--- src/rtl/ctrl_pkg.sv ---
// Shared opcodes, control-word layout, forward selects and Tuse/Tnew codes.
// The MDU constants exist only when CTRL_MDU_EN is defined.
package ctrl_pkg;

  localparam logic [5:0] OP_RTYPE = 6'h00;
  localparam logic [5:0] OP_J     = 6'h02;
  localparam logic [5:0] OP_JAL   = 6'h03;
  localparam logic [5:0] OP_BEQ   = 6'h04;
  localparam logic [5:0] OP_ORI   = 6'h0d;
  localparam logic [5:0] OP_LUI   = 6'h0f;
  localparam logic [5:0] OP_LW    = 6'h23;
  localparam logic [5:0] OP_SW    = 6'h2b;

  localparam logic [5:0] FN_JR    = 6'h08;
  localparam logic [5:0] FN_ADDU  = 6'h21;
  localparam logic [5:0] FN_SUBU  = 6'h23;

`ifdef CTRL_MDU_EN
  localparam logic [5:0] FN_MFHI  = 6'h10;
  localparam logic [5:0] FN_MTHI  = 6'h11;
  localparam logic [5:0] FN_MFLO  = 6'h12;
  localparam logic [5:0] FN_MTLO  = 6'h13;
  localparam logic [5:0] FN_MULT  = 6'h18;
  localparam logic [5:0] FN_MULTU = 6'h19;
  localparam logic [5:0] FN_DIV   = 6'h1a;
  localparam logic [5:0] FN_DIVU  = 6'h1b;
`endif

  localparam int CW_ALU    = 0;
  localparam int CW_IMM    = 2;
  localparam int CW_EXT    = 3;
  localparam int CW_DM_RE  = 5;
  localparam int CW_DM_WE  = 6;
  localparam int CW_GRF_WE = 7;
  localparam int CW_WD     = 8;
  localparam int CW_CMP    = 10;
  localparam int CW_NPC    = 11;
`ifdef CTRL_MDU_EN
  localparam int CW_MDU_START = 13;
  localparam int CW_MDU_OP    = 14;
  localparam int CW_MDU_WHI   = 16;
  localparam int CW_MDU_WLO   = 17;
  localparam int CW_MDU_RHI   = 18;
  localparam int CW_MDU_RLO   = 19;
  localparam int CW_MDU       = 20;
`endif

  localparam logic [1:0] ALU_ADD = 2'd0;
  localparam logic [1:0] ALU_SUB = 2'd1;
  localparam logic [1:0] ALU_OR  = 2'd2;
  localparam logic [1:0] ALU_LUI = 2'd3;

  localparam logic [1:0] EXT_ZERO = 2'd0;
  localparam logic [1:0] EXT_SIGN = 2'd1;
  localparam logic [1:0] EXT_LUI  = 2'd2;

  localparam logic [1:0] WD_ALU = 2'd0;
  localparam logic [1:0] WD_DM  = 2'd1;
  localparam logic [1:0] WD_PC8 = 2'd2;
`ifdef CTRL_MDU_EN
  localparam logic [1:0] WD_MDU = 2'd3;
  localparam logic [1:0] MDU_DIV  = 2'd2;
  localparam logic [1:0] MDU_DIVU = 2'd3;
`endif

  localparam logic [1:0] NPC_PC4 = 2'd0;
  localparam logic [1:0] NPC_BR  = 2'd1;
  localparam logic [1:0] NPC_J   = 2'd2;
  localparam logic [1:0] NPC_JR  = 2'd3;

  localparam logic [1:0] FWD_REG = 2'd0;
  localparam logic [1:0] FWD_E   = 2'd1;
  localparam logic [1:0] FWD_M   = 2'd2;
  localparam logic [1:0] FWD_W   = 2'd3;

  localparam logic [1:0] TUSE_0  = 2'd0;
  localparam logic [1:0] TUSE_1  = 2'd1;
  localparam logic [1:0] TUSE_2  = 2'd2;
  localparam logic [1:0] TUSE_NA = 2'd3;

  localparam logic [1:0] TNEW_0 = 2'd0;
  localparam logic [1:0] TNEW_1 = 2'd1;
  localparam logic [1:0] TNEW_2 = 2'd2;

  // One stage older: producer is one cycle closer to its result.
  function automatic logic [1:0] tnew_age(input logic [1:0] t);
    return (t == TNEW_0) ? TNEW_0 : t - 2'd1;
  endfunction

endpackage

--- src/rtl/ctrl_decode.sv ---
// Instruction decoder: control word, destination, Tuse per source, Tnew.
// MDU instructions decode only when CTRL_MDU_EN is defined.
module ctrl_decode
  import ctrl_pkg::*;
#(
  parameter int CTRL_W = 24,
  parameter int REG_AW = 5
) (
  input  logic [31:0]       instr,
  output logic [CTRL_W-1:0] ctrl,
  output logic [REG_AW-1:0] wa,
  output logic [REG_AW-1:0] src_rs,
  output logic [REG_AW-1:0] src_rt,
  output logic [1:0]        tuse_rs,
  output logic [1:0]        tuse_rt,
  output logic [1:0]        tnew
);

  logic [5:0] op;
  logic [5:0] fn;
  logic [4:0] rs;
  logic [4:0] rt;
  logic [4:0] rd;
  logic [4:0] sh;
  logic       r_ok;

  assign op = instr[31:26];
  assign rs = instr[25:21];
  assign rt = instr[20:16];
  assign rd = instr[15:11];
  assign sh = instr[10:6];
  assign fn = instr[5:0];
  assign r_ok = (op == OP_RTYPE) && (sh == 5'd0);

  logic is_addu, is_subu, is_jr;
  logic is_ori, is_lw, is_sw;
  logic is_beq, is_lui, is_jal, is_j;

  assign is_addu = r_ok && (fn == FN_ADDU);
  assign is_subu = r_ok && (fn == FN_SUBU);
  assign is_jr   = r_ok && (fn == FN_JR);
  assign is_ori  = (op == OP_ORI);
  assign is_lw   = (op == OP_LW);
  assign is_sw   = (op == OP_SW);
  assign is_beq  = (op == OP_BEQ);
  assign is_lui  = (op == OP_LUI);
  assign is_jal  = (op == OP_JAL);
  assign is_j    = (op == OP_J);

`ifdef CTRL_MDU_EN
  logic is_md, is_mf, is_mt;
  assign is_md = r_ok && (fn == FN_MULT || fn == FN_MULTU ||
                          fn == FN_DIV  || fn == FN_DIVU);
  assign is_mf = r_ok && (fn == FN_MFHI || fn == FN_MFLO);
  assign is_mt = r_ok && (fn == FN_MTHI || fn == FN_MTLO);
`endif

  always_comb begin
    ctrl = '0;
    ctrl[CW_ALU +: 2] = ALU_ADD;
    ctrl[CW_EXT +: 2] = EXT_ZERO;
    ctrl[CW_WD +: 2]  = WD_ALU;
    ctrl[CW_NPC +: 2] = NPC_PC4;
    wa      = '0;
    tuse_rs = TUSE_NA;
    tuse_rt = TUSE_NA;
    tnew    = TNEW_0;
    unique case (1'b1)
      is_addu, is_subu: begin
        ctrl[CW_ALU +: 2] = is_subu ? ALU_SUB : ALU_ADD;
        ctrl[CW_GRF_WE]   = 1'b1;
        wa      = REG_AW'(rd);
        tuse_rs = TUSE_1;
        tuse_rt = TUSE_1;
        tnew    = TNEW_1;
      end
      is_ori: begin
        ctrl[CW_ALU +: 2] = ALU_OR;
        ctrl[CW_IMM]      = 1'b1;
        ctrl[CW_EXT +: 2] = EXT_ZERO;
        ctrl[CW_GRF_WE]   = 1'b1;
        wa      = REG_AW'(rt);
        tuse_rs = TUSE_1;
        tnew    = TNEW_1;
      end
      is_lw: begin
        ctrl[CW_IMM]      = 1'b1;
        ctrl[CW_EXT +: 2] = EXT_SIGN;
        ctrl[CW_DM_RE]    = 1'b1;
        ctrl[CW_GRF_WE]   = 1'b1;
        ctrl[CW_WD +: 2]  = WD_DM;
        wa      = REG_AW'(rt);
        tuse_rs = TUSE_1;
        tnew    = TNEW_2;
      end
      is_sw: begin
        ctrl[CW_IMM]      = 1'b1;
        ctrl[CW_EXT +: 2] = EXT_SIGN;
        ctrl[CW_DM_WE]    = 1'b1;
        tuse_rs = TUSE_1;
        tuse_rt = TUSE_2;
      end
      is_beq: begin
        ctrl[CW_CMP]      = 1'b1;
        ctrl[CW_EXT +: 2] = EXT_SIGN;
        ctrl[CW_NPC +: 2] = NPC_BR;
        tuse_rs = TUSE_0;
        tuse_rt = TUSE_0;
      end
      is_lui: begin
        ctrl[CW_ALU +: 2] = ALU_LUI;
        ctrl[CW_IMM]      = 1'b1;
        ctrl[CW_EXT +: 2] = EXT_LUI;
        ctrl[CW_GRF_WE]   = 1'b1;
        wa   = REG_AW'(rt);
        tnew = TNEW_1;
      end
      is_jal: begin
        ctrl[CW_GRF_WE]   = 1'b1;
        ctrl[CW_WD +: 2]  = WD_PC8;
        ctrl[CW_NPC +: 2] = NPC_J;
        wa   = REG_AW'(5'd31);
        tnew = TNEW_0;
      end
      is_jr: begin
        ctrl[CW_NPC +: 2] = NPC_JR;
        tuse_rs = TUSE_0;
      end
      is_j: begin
        ctrl[CW_NPC +: 2] = NPC_J;
      end
`ifdef CTRL_MDU_EN
      is_md: begin
        ctrl[CW_MDU]         = 1'b1;
        ctrl[CW_MDU_START]   = 1'b1;
        ctrl[CW_MDU_OP +: 2] = fn[1:0];
        ctrl[CW_MDU_WHI]     = 1'b1;
        ctrl[CW_MDU_WLO]     = 1'b1;
        tuse_rs = TUSE_1;
        tuse_rt = TUSE_1;
      end
      is_mf: begin
        ctrl[CW_MDU]       = 1'b1;
        ctrl[CW_MDU_RHI]   = (fn == FN_MFHI);
        ctrl[CW_MDU_RLO]   = (fn == FN_MFLO);
        ctrl[CW_GRF_WE]    = 1'b1;
        ctrl[CW_WD +: 2]   = WD_MDU;
        wa   = REG_AW'(rd);
        tnew = TNEW_1;
      end
      is_mt: begin
        ctrl[CW_MDU]     = 1'b1;
        ctrl[CW_MDU_WHI] = (fn == FN_MTHI);
        ctrl[CW_MDU_WLO] = (fn == FN_MTLO);
        tuse_rs = TUSE_1;
      end
`endif
      default: ;
    endcase
  end

  // Sources that are not read report $0 so they never match a producer.
  assign src_rs = (tuse_rs == TUSE_NA) ? '0 : REG_AW'(rs);
  assign src_rt = (tuse_rt == TUSE_NA) ? '0 : REG_AW'(rt);

endmodule

--- src/rtl/ctrl_pipeline.sv ---
// Pipelined controller: D decode, E/M/W control regs, Tuse/Tnew stall, fwd.
// Define CTRL_MDU_EN to add the mult/div unit busy tracking.
module ctrl_pipeline
  import ctrl_pkg::*;
#(
  parameter int CTRL_W = 24,
  parameter int REG_AW = 5
`ifdef CTRL_MDU_EN
  ,
  parameter int MDU_MUL_CYC = 5,
  parameter int MDU_DIV_CYC = 10
`endif
) (
  input  logic              clk,
  input  logic              reset_n,
  input  logic [31:0]       instr_d,
  output logic              stall_o,
  output logic [CTRL_W-1:0] ctrl_d,
  output logic [CTRL_W-1:0] ctrl_e,
  output logic [CTRL_W-1:0] ctrl_m,
  output logic [CTRL_W-1:0] ctrl_w,
  output logic [REG_AW-1:0] wa_e,
  output logic [REG_AW-1:0] wa_m,
  output logic [REG_AW-1:0] wa_w,
  output logic [1:0]        fwd_rs_d,
  output logic [1:0]        fwd_rt_d,
  output logic [1:0]        fwd_rs_e,
  output logic [1:0]        fwd_rt_e,
  output logic              fwd_rt_m
);

  logic [REG_AW-1:0] wa_d;
  logic [REG_AW-1:0] rs_d;
  logic [REG_AW-1:0] rt_d;
  logic [1:0]        tuse_rs_d;
  logic [1:0]        tuse_rt_d;
  logic [1:0]        tnew_d;

  logic [1:0]        tnew_e;
  logic [1:0]        tnew_m;
  logic [REG_AW-1:0] rs_e;
  logic [REG_AW-1:0] rt_e;
  logic [REG_AW-1:0] rt_m;

  logic raw_stall;
  logic mdu_stall;

  ctrl_decode #(
    .CTRL_W (CTRL_W),
    .REG_AW (REG_AW)
  ) u_dec (
    .instr   (instr_d),
    .ctrl    (ctrl_d),
    .wa      (wa_d),
    .src_rs  (rs_d),
    .src_rt  (rt_d),
    .tuse_rs (tuse_rs_d),
    .tuse_rt (tuse_rt_d),
    .tnew    (tnew_d)
  );

  function automatic logic raw(
    input logic [REG_AW-1:0] src,
    input logic [1:0]        tuse,
    input logic [REG_AW-1:0] dst,
    input logic [1:0]        tnew
  );
    return (src != '0) && (src == dst) && (tuse < tnew);
  endfunction

  assign raw_stall = raw(rs_d, tuse_rs_d, wa_e, tnew_e) ||
                     raw(rs_d, tuse_rs_d, wa_m, tnew_m) ||
                     raw(rt_d, tuse_rt_d, wa_e, tnew_e) ||
                     raw(rt_d, tuse_rt_d, wa_m, tnew_m);

`ifdef CTRL_MDU_EN
  localparam int BUSY_MAX = (MDU_DIV_CYC > MDU_MUL_CYC) ?
                            MDU_DIV_CYC : MDU_MUL_CYC;
  localparam int BUSY_W = $clog2(BUSY_MAX + 1);

  logic [BUSY_W-1:0] busy;
  logic              e_is_div;

  assign e_is_div = (ctrl_e[CW_MDU_OP +: 2] == MDU_DIV) ||
                    (ctrl_e[CW_MDU_OP +: 2] == MDU_DIVU);

  always_ff @(posedge clk or negedge reset_n) begin
    if (!reset_n) begin
      busy <= '0;
    end else if (ctrl_e[CW_MDU_START]) begin
      busy <= e_is_div ? BUSY_W'(MDU_DIV_CYC) : BUSY_W'(MDU_MUL_CYC);
    end else if (busy != '0) begin
      busy <= busy - 1'b1;
    end
  end

  assign mdu_stall = ctrl_d[CW_MDU] &&
                     ((busy != '0) || ctrl_e[CW_MDU_START]);
`else
  assign mdu_stall = 1'b0;
`endif

  assign stall_o = raw_stall || mdu_stall;

  // D compare operands: only jal's PC+8 is ready while still in E.
  always_comb begin
    fwd_rs_d = FWD_REG;
    if (rs_d != '0) begin
      if (rs_d == wa_e && tnew_e == TNEW_0)      fwd_rs_d = FWD_E;
      else if (rs_d == wa_m && tnew_m == TNEW_0) fwd_rs_d = FWD_M;
      else if (rs_d == wa_w)                     fwd_rs_d = FWD_W;
    end
  end

  always_comb begin
    fwd_rt_d = FWD_REG;
    if (rt_d != '0) begin
      if (rt_d == wa_e && tnew_e == TNEW_0)      fwd_rt_d = FWD_E;
      else if (rt_d == wa_m && tnew_m == TNEW_0) fwd_rt_d = FWD_M;
      else if (rt_d == wa_w)                     fwd_rt_d = FWD_W;
    end
  end

  always_comb begin
    fwd_rs_e = FWD_REG;
    if (rs_e != '0) begin
      if (rs_e == wa_m && tnew_m == TNEW_0) fwd_rs_e = FWD_M;
      else if (rs_e == wa_w)                fwd_rs_e = FWD_W;
    end
  end

  always_comb begin
    fwd_rt_e = FWD_REG;
    if (rt_e != '0) begin
      if (rt_e == wa_m && tnew_m == TNEW_0) fwd_rt_e = FWD_M;
      else if (rt_e == wa_w)                fwd_rt_e = FWD_W;
    end
  end

  assign fwd_rt_m = (rt_m != '0) && (rt_m == wa_w);

  always_ff @(posedge clk or negedge reset_n) begin
    if (!reset_n) begin
      ctrl_e <= '0;
      wa_e   <= '0;
      tnew_e <= TNEW_0;
      rs_e   <= '0;
      rt_e   <= '0;
      ctrl_m <= '0;
      wa_m   <= '0;
      tnew_m <= TNEW_0;
      rt_m   <= '0;
      ctrl_w <= '0;
      wa_w   <= '0;
    end else begin
      if (stall_o) begin
        ctrl_e <= '0;
        wa_e   <= '0;
        tnew_e <= TNEW_0;
        rs_e   <= '0;
        rt_e   <= '0;
      end else begin
        ctrl_e <= ctrl_d;
        wa_e   <= wa_d;
        tnew_e <= tnew_d;
        rs_e   <= rs_d;
        rt_e   <= rt_d;
      end
      ctrl_m <= ctrl_e;
      wa_m   <= wa_e;
      tnew_m <= tnew_age(tnew_e);
      rt_m   <= rt_e;
      ctrl_w <= ctrl_m;
      wa_w   <= wa_m;
    end
  end

endmodule

--- config.mk ---
export PLATFORM = sky130hd
export DESIGN_NAME = ctrl_pipeline
export DESIGN_NICKNAME = d
export VERILOG_FILES = /design/src/rtl/ctrl_pkg.sv /design/src/rtl/ctrl_decode.sv /design/src/rtl/ctrl_pipeline.sv
export SDC_FILE = /design/constraint.sdc
export NUM_CORES = 1
export LEC_CHECK = 0
export BUFFER_PORTS_ARGS = -buffer_cell sky130_fd_sc_hd__buf_2
export CAP_MARGIN = 40
export CORE_MARGIN = 4
export CORE_UTILIZATION = 46
export CTS_BUF_LIST = sky130_fd_sc_hd__clkbuf_4 sky130_fd_sc_hd__clkbuf_8
export CTS_CLUSTER_DIAMETER = 120
export DETAILED_ROUTE_END_ITERATION = 6
export GPL_TIMING_DRIVEN = 0
export PLACE_DENSITY = 0.86
export SLEW_MARGIN = 20
export SYNTH_ARGS = -nofsm -noshare
export SYNTH_HDL_FRONTEND = slang
export SYNTH_SLANG_ARGS = --single-unit
export TNS_END_PERCENT = 1
--- constraint.sdc ---
create_clock -name clk -period 2.43 [get_ports clk]
set_input_delay 0.1215 -clock clk [delete_from_list [all_inputs] [get_ports clk]]
set_output_delay 0.1215 -clock clk [all_outputs]
set_load 0.02 [all_outputs]
==> reports/summary.json <==
{
  "synth-seq-area-share": {"value": 45.9, "unit": "%"},
  "gpl.final_weighted_congestion": {"value": 0.895},
  "timing.setup.critical_path_class": {"value": "input port to primary output"},
  "antenna_found_initial": {"value": 0},
  "synth_common_cells": {"value": "73 x dfrtp_1, 48 x buf_4, 40 x nor2_1, 26 x xnor2_1"},
  "design_power_total": {"value": 2.74, "unit": "mW"},
  "failed_checks": {"value": "negative setup slack"},
  "clock.fmax": {"value": 0.379, "unit": "GHz"},
  "first_iter_violations": {"value": 325},
  "avgRoutedWirePerCell": {"value": 17.4, "unit": "um"},
  "power.density_cell_area": {"value": 509, "unit": "nW/um^2"},
  "rr_endpoint": {"value": "ctrl_e[1]$_DFF_PN0_"},
  "avgSynthCellArea": {"value": 9.96, "unit": "um^2"},
  "path_depth": {"value": 13},
  "final_antenna_net_count": {"value": 0},
  "num_antenna_cells": {"value": 0},
  "outcome": {"value": "complete, but fails checks"},
  "h-tree-depth": {"value": 3},
  "tns": {"value": -0.832, "unit": "ns"},
  "post-synth-top-area-fraction": {"value": 45.9, "unit": "%"},
  "critical_path.startpoint_type": {"value": "input port"},
  "tot_gr_track_use": {"value": 23.0, "unit": "%"},
  "hold_start": {"value": "instr_d[27]"},
  "cap_viol_max_count": {"value": 0},
  "clock_insertion_delay_worst_skew": {"value": 0.36, "unit": "ns"},
  "numCtsBuffers": {"value": 9},
  "worstHoldPathCells": {"value": 2},
  "layout-area-overhead-vs-synth": {"value": 34.9, "unit": "%"},
  "yosys.area.top_type": {"value": "dfrtp_1"},
  "slowest_delay": {"value": 0.36, "unit": "ns"},
  "wp_data_arrival": {"value": 2.51, "unit": "ns"},
  "ioPinCount": {"value": 155},
  "post_synth_num_cell_types": {"value": 57},
  "grt_pass1_wl": {"value": 18000, "unit": "um"},
  "post-route-util": {"value": 64.4, "unit": "%"},
  "dominantRegCellSynth": {"value": "dfrtp_1"},
  "clk_pin_slew_worst_paths": {"value": 0.09, "unit": "ns"},
  "count_of_buffer_and_inverter_cells_on_the_critical_path": {"value": 6},
  "r2r-start": {"value": "wa_m[0]$_DFF_PN0_"},
  "period_share": {"value": 108, "unit": "%"},
  "critPathSlowestCell": {"value": "or3_4"},
  "layout.filler_cells": {"value": 668},
  "drive_gt1_share": {"value": 40.2, "unit": "%"},
  "global_route.overflow_total": {"value": 0},
  "cells_taking_the_most_area_after_synthesis": {"value": "dfrtp_1 46%, buf_4 9.0%, xnor2_1 5.7%, xor2_1 4.4%, nor2_1 3.8%"},
  "worstPathCellList": {"value": "buf_2 > buf_4 > nor4_4 > buf_4 > nand3_1 > o21ai_2 > inv_2 > ha_4 > a2bb2oi_1 > or3_4 > o311ai_4 > buf_6 > buf_6"},
  "p_leak": {"value": 2.91, "unit": "nW"},
  "worst_path_dominant_cell_family": {"value": "buffers and inverters"},
  "worstHoldPathType": {"value": "input port to flop"},
  "critical_path.endpoint": {"value": "stall_o"},
  "drc_viols": {"value": 0},
  "dp_wirelength": {"value": 8350, "unit": "um"},
  "hold_viol": {"value": 0},
  "rsz_0062_raised_after_global_routing": {"value": "yes"},
  "timing_worst_slew_pin_value": {"value": 0.765, "unit": "ns"},
  "numPortBuffers": {"value": 99},
  "die_span_y": {"value": 101, "unit": "um"},
  "fin_worst_skew": {"value": 0.00961, "unit": "ns"},
  "tritoncts": {"value": "built"},
  "r2r_worst_path_depth": {"value": 7},
  "routed-via-count": {"value": 3576},
  "number_of_slew_limit_violations_in_the_final_report": {"value": 0},
  "timing.final.setup_violations": {"value": 9},
  "synthesized_instance_count": {"value": 400},
  "register_bit_total_from_synthesis": {"value": 73},
  "min_setup_slack_post_route": {"value": -0.206, "unit": "ns"},
  "cts.path.max_buffers": {"value": 2},
  "clock-sinks": {"value": 73},
  "synth-edff-count": {"value": 0},
  "dieArea": {"value": 10200, "unit": "um^2"},
  "initial_utilization": {"value": 47.8, "unit": "%"},
  "final_nets": {"value": 607},
  "post_synth_design_cell_area": {"value": 3980, "unit": "um^2"},
  "critical_path_required": {"value": 2.31, "unit": "ns"},
  "row_count": {"value": 33},
  "die_width": {"value": 101, "unit": "um"},
  "cts_root_buf": {"value": "clkbuf_8"},
  "worst_setup_path_end_kind": {"value": "primary output"},
  "slew_headroom": {"value": 48.5, "unit": "%"},
  "timing.critical_path.fanout_max": {"value": 10},
  "final.min_clock_period": {"value": 2.64, "unit": "ns"},
  "drt-vias-per-instance": {"value": 5.27},
  "timing.reg2reg.setup_slack": {"value": -0.02, "unit": "ns"},
  "core_area": {"value": 8340, "unit": "um^2"},
  "synth-async-reset-ratio": {"value": 100, "unit": "%"},
  "most_instantiated_library_cell_after_synthesis": {"value": "dfrtp_1"},
  "timing.critical_path.from": {"value": "instr_d[29]"},
  "drt_wl_total": {"value": 11800, "unit": "um"},
  "drtPass1Iterations": {"value": 7},
  "max-vdd-ir-drop": {"value": 0.000233, "unit": "V"},
  "grt_max_degree": {"value": 55},
  "ys.warnings.count": {"value": 0},
  "via_count_of_the_first_global_routing_pass": {"value": 3480}
}
## layer usage
| metal | global-route usage [%] | vias to the layer above | share of wire, % |
|---|---|---|---|
| met5 | 0 | - | 0 |
| met4 | 10.6 | 0 | 3.3 |
| met3 | 5.19 | 32 | 7.4 |
| met2 | 38.6 | 177 | 51 |
| met1 | 27.8 | 1725 | 38 |
| li1 | - | 1642 | - |
## power by group
part / switching (mW) / internal (mW) / leakage [nW]
registers: 0.0164 / 1.23 / 1.01
clock network: 0.514 / 0.494 / 0.103
logic: 0.291 / 0.189 / 1.80
total: 0.821 / 1.92 / 2.91
## layout make-up
class                      instances  area (um^2)  area share [%]
tap                              105          131            2.44
clock buffer                       9          124            2.30
multi-input combinational        287         1980            36.9
sequential                        73         1830            34.1
buffer                            75          529            9.85
inverter                           7         31.3           0.582
clock inverter                     7         83.8            1.56
timing repair buffer             116          663            12.3
## worst reg2reg max path, stage by stage, from the launching register on
cell      delay [ns]
dfrtp_1         0.39
clkbuf_8        0.17
inv_1           0.05
a22oi_1         0.23
nand4_1         0.13
a221o_2         0.44
o31ai_1         0.70
nor4_1          0.18
## logic make-up (layout without fill, tap and decap cells)
logic type	Yosys count	after routing	synth area share, %
compound gates	52	52	10.1
flops	73	73	45.9
other cells	1	44	0.0941
mux	3	3	0.785
xor+xnor	46	46	10.1
fa+ha+maj	4	4	1.26
buf+inv	83	214	13.2
simple gates	138	138	18.7
## how the worst min path moves through the flow
stage                                to  slack [ns]
floorplan           ctrl_e[0]$_DFF_PN0_       -0.17
global placement    ctrl_w[1]$_DFF_PN0_        0.35
detailed placement  ctrl_e[4]$_DFF_PN0_        0.03
CTS                 ctrl_e[4]$_DFF_PN0_       0.002
global route        ctrl_e[4]$_DFF_PN0_       0.009
finish              ctrl_e[4]$_DFF_PN0_        0.02
## flip-flops by register name, indices dropped and copies added, names as in the netlist
signal  flops
tnew_m      2
rt_e        5
ctrl_w     13
rs_e        5
wa_m        5
tnew_e      2
ctrl_e     13
wa_e        5
wa_w        5
rt_m        5
ctrl_m     13
## per-stage QoR
step / setup slack, ns / hold slack (ns) / instance area [um^2] / cells
after floorplan: -0.163 / -0.174 / 4160 / 443
after global placement: -0.710 / 0.351 / 4790 / 647
after detailed placement: -0.859 / 0.0286 / 4830 / 649
after CTS: -0.142 / 0.00152 / 5230 / 675
after global routing: -0.278 / 0.00914 / 5380 / 679
final: -0.206 / 0.0173 / 5380 / 679
## cell usage in the layout (no fill, tap or decap), types with 6 or more instances in the layout
cell type / instances
buf_6: 8
xnor2_1: 26
nor2_1: 38
nand2_1: 14
dfrtp_1: 70
and2_1: 6
buf_2: 95
nor4_1: 8
clkbuf_1: 12
conb_1: 44
nor3_1: 10
a221oi_1: 6
nand3_1: 11
xor2_1: 20
buf_4: 66
clkbuf_8: 10
o21ai_0: 11
## what timing repair did
item | CTS | global route
setup endpoints to repair | 33 | 29
pin swaps | 8 | 5
hold buffers | 1 | 0
buffers inserted | 10 | 4
endpoints found under the hold margin | 73 | 0
resized for setup | 33 | 27
Power figures use the tool's default switching activity.
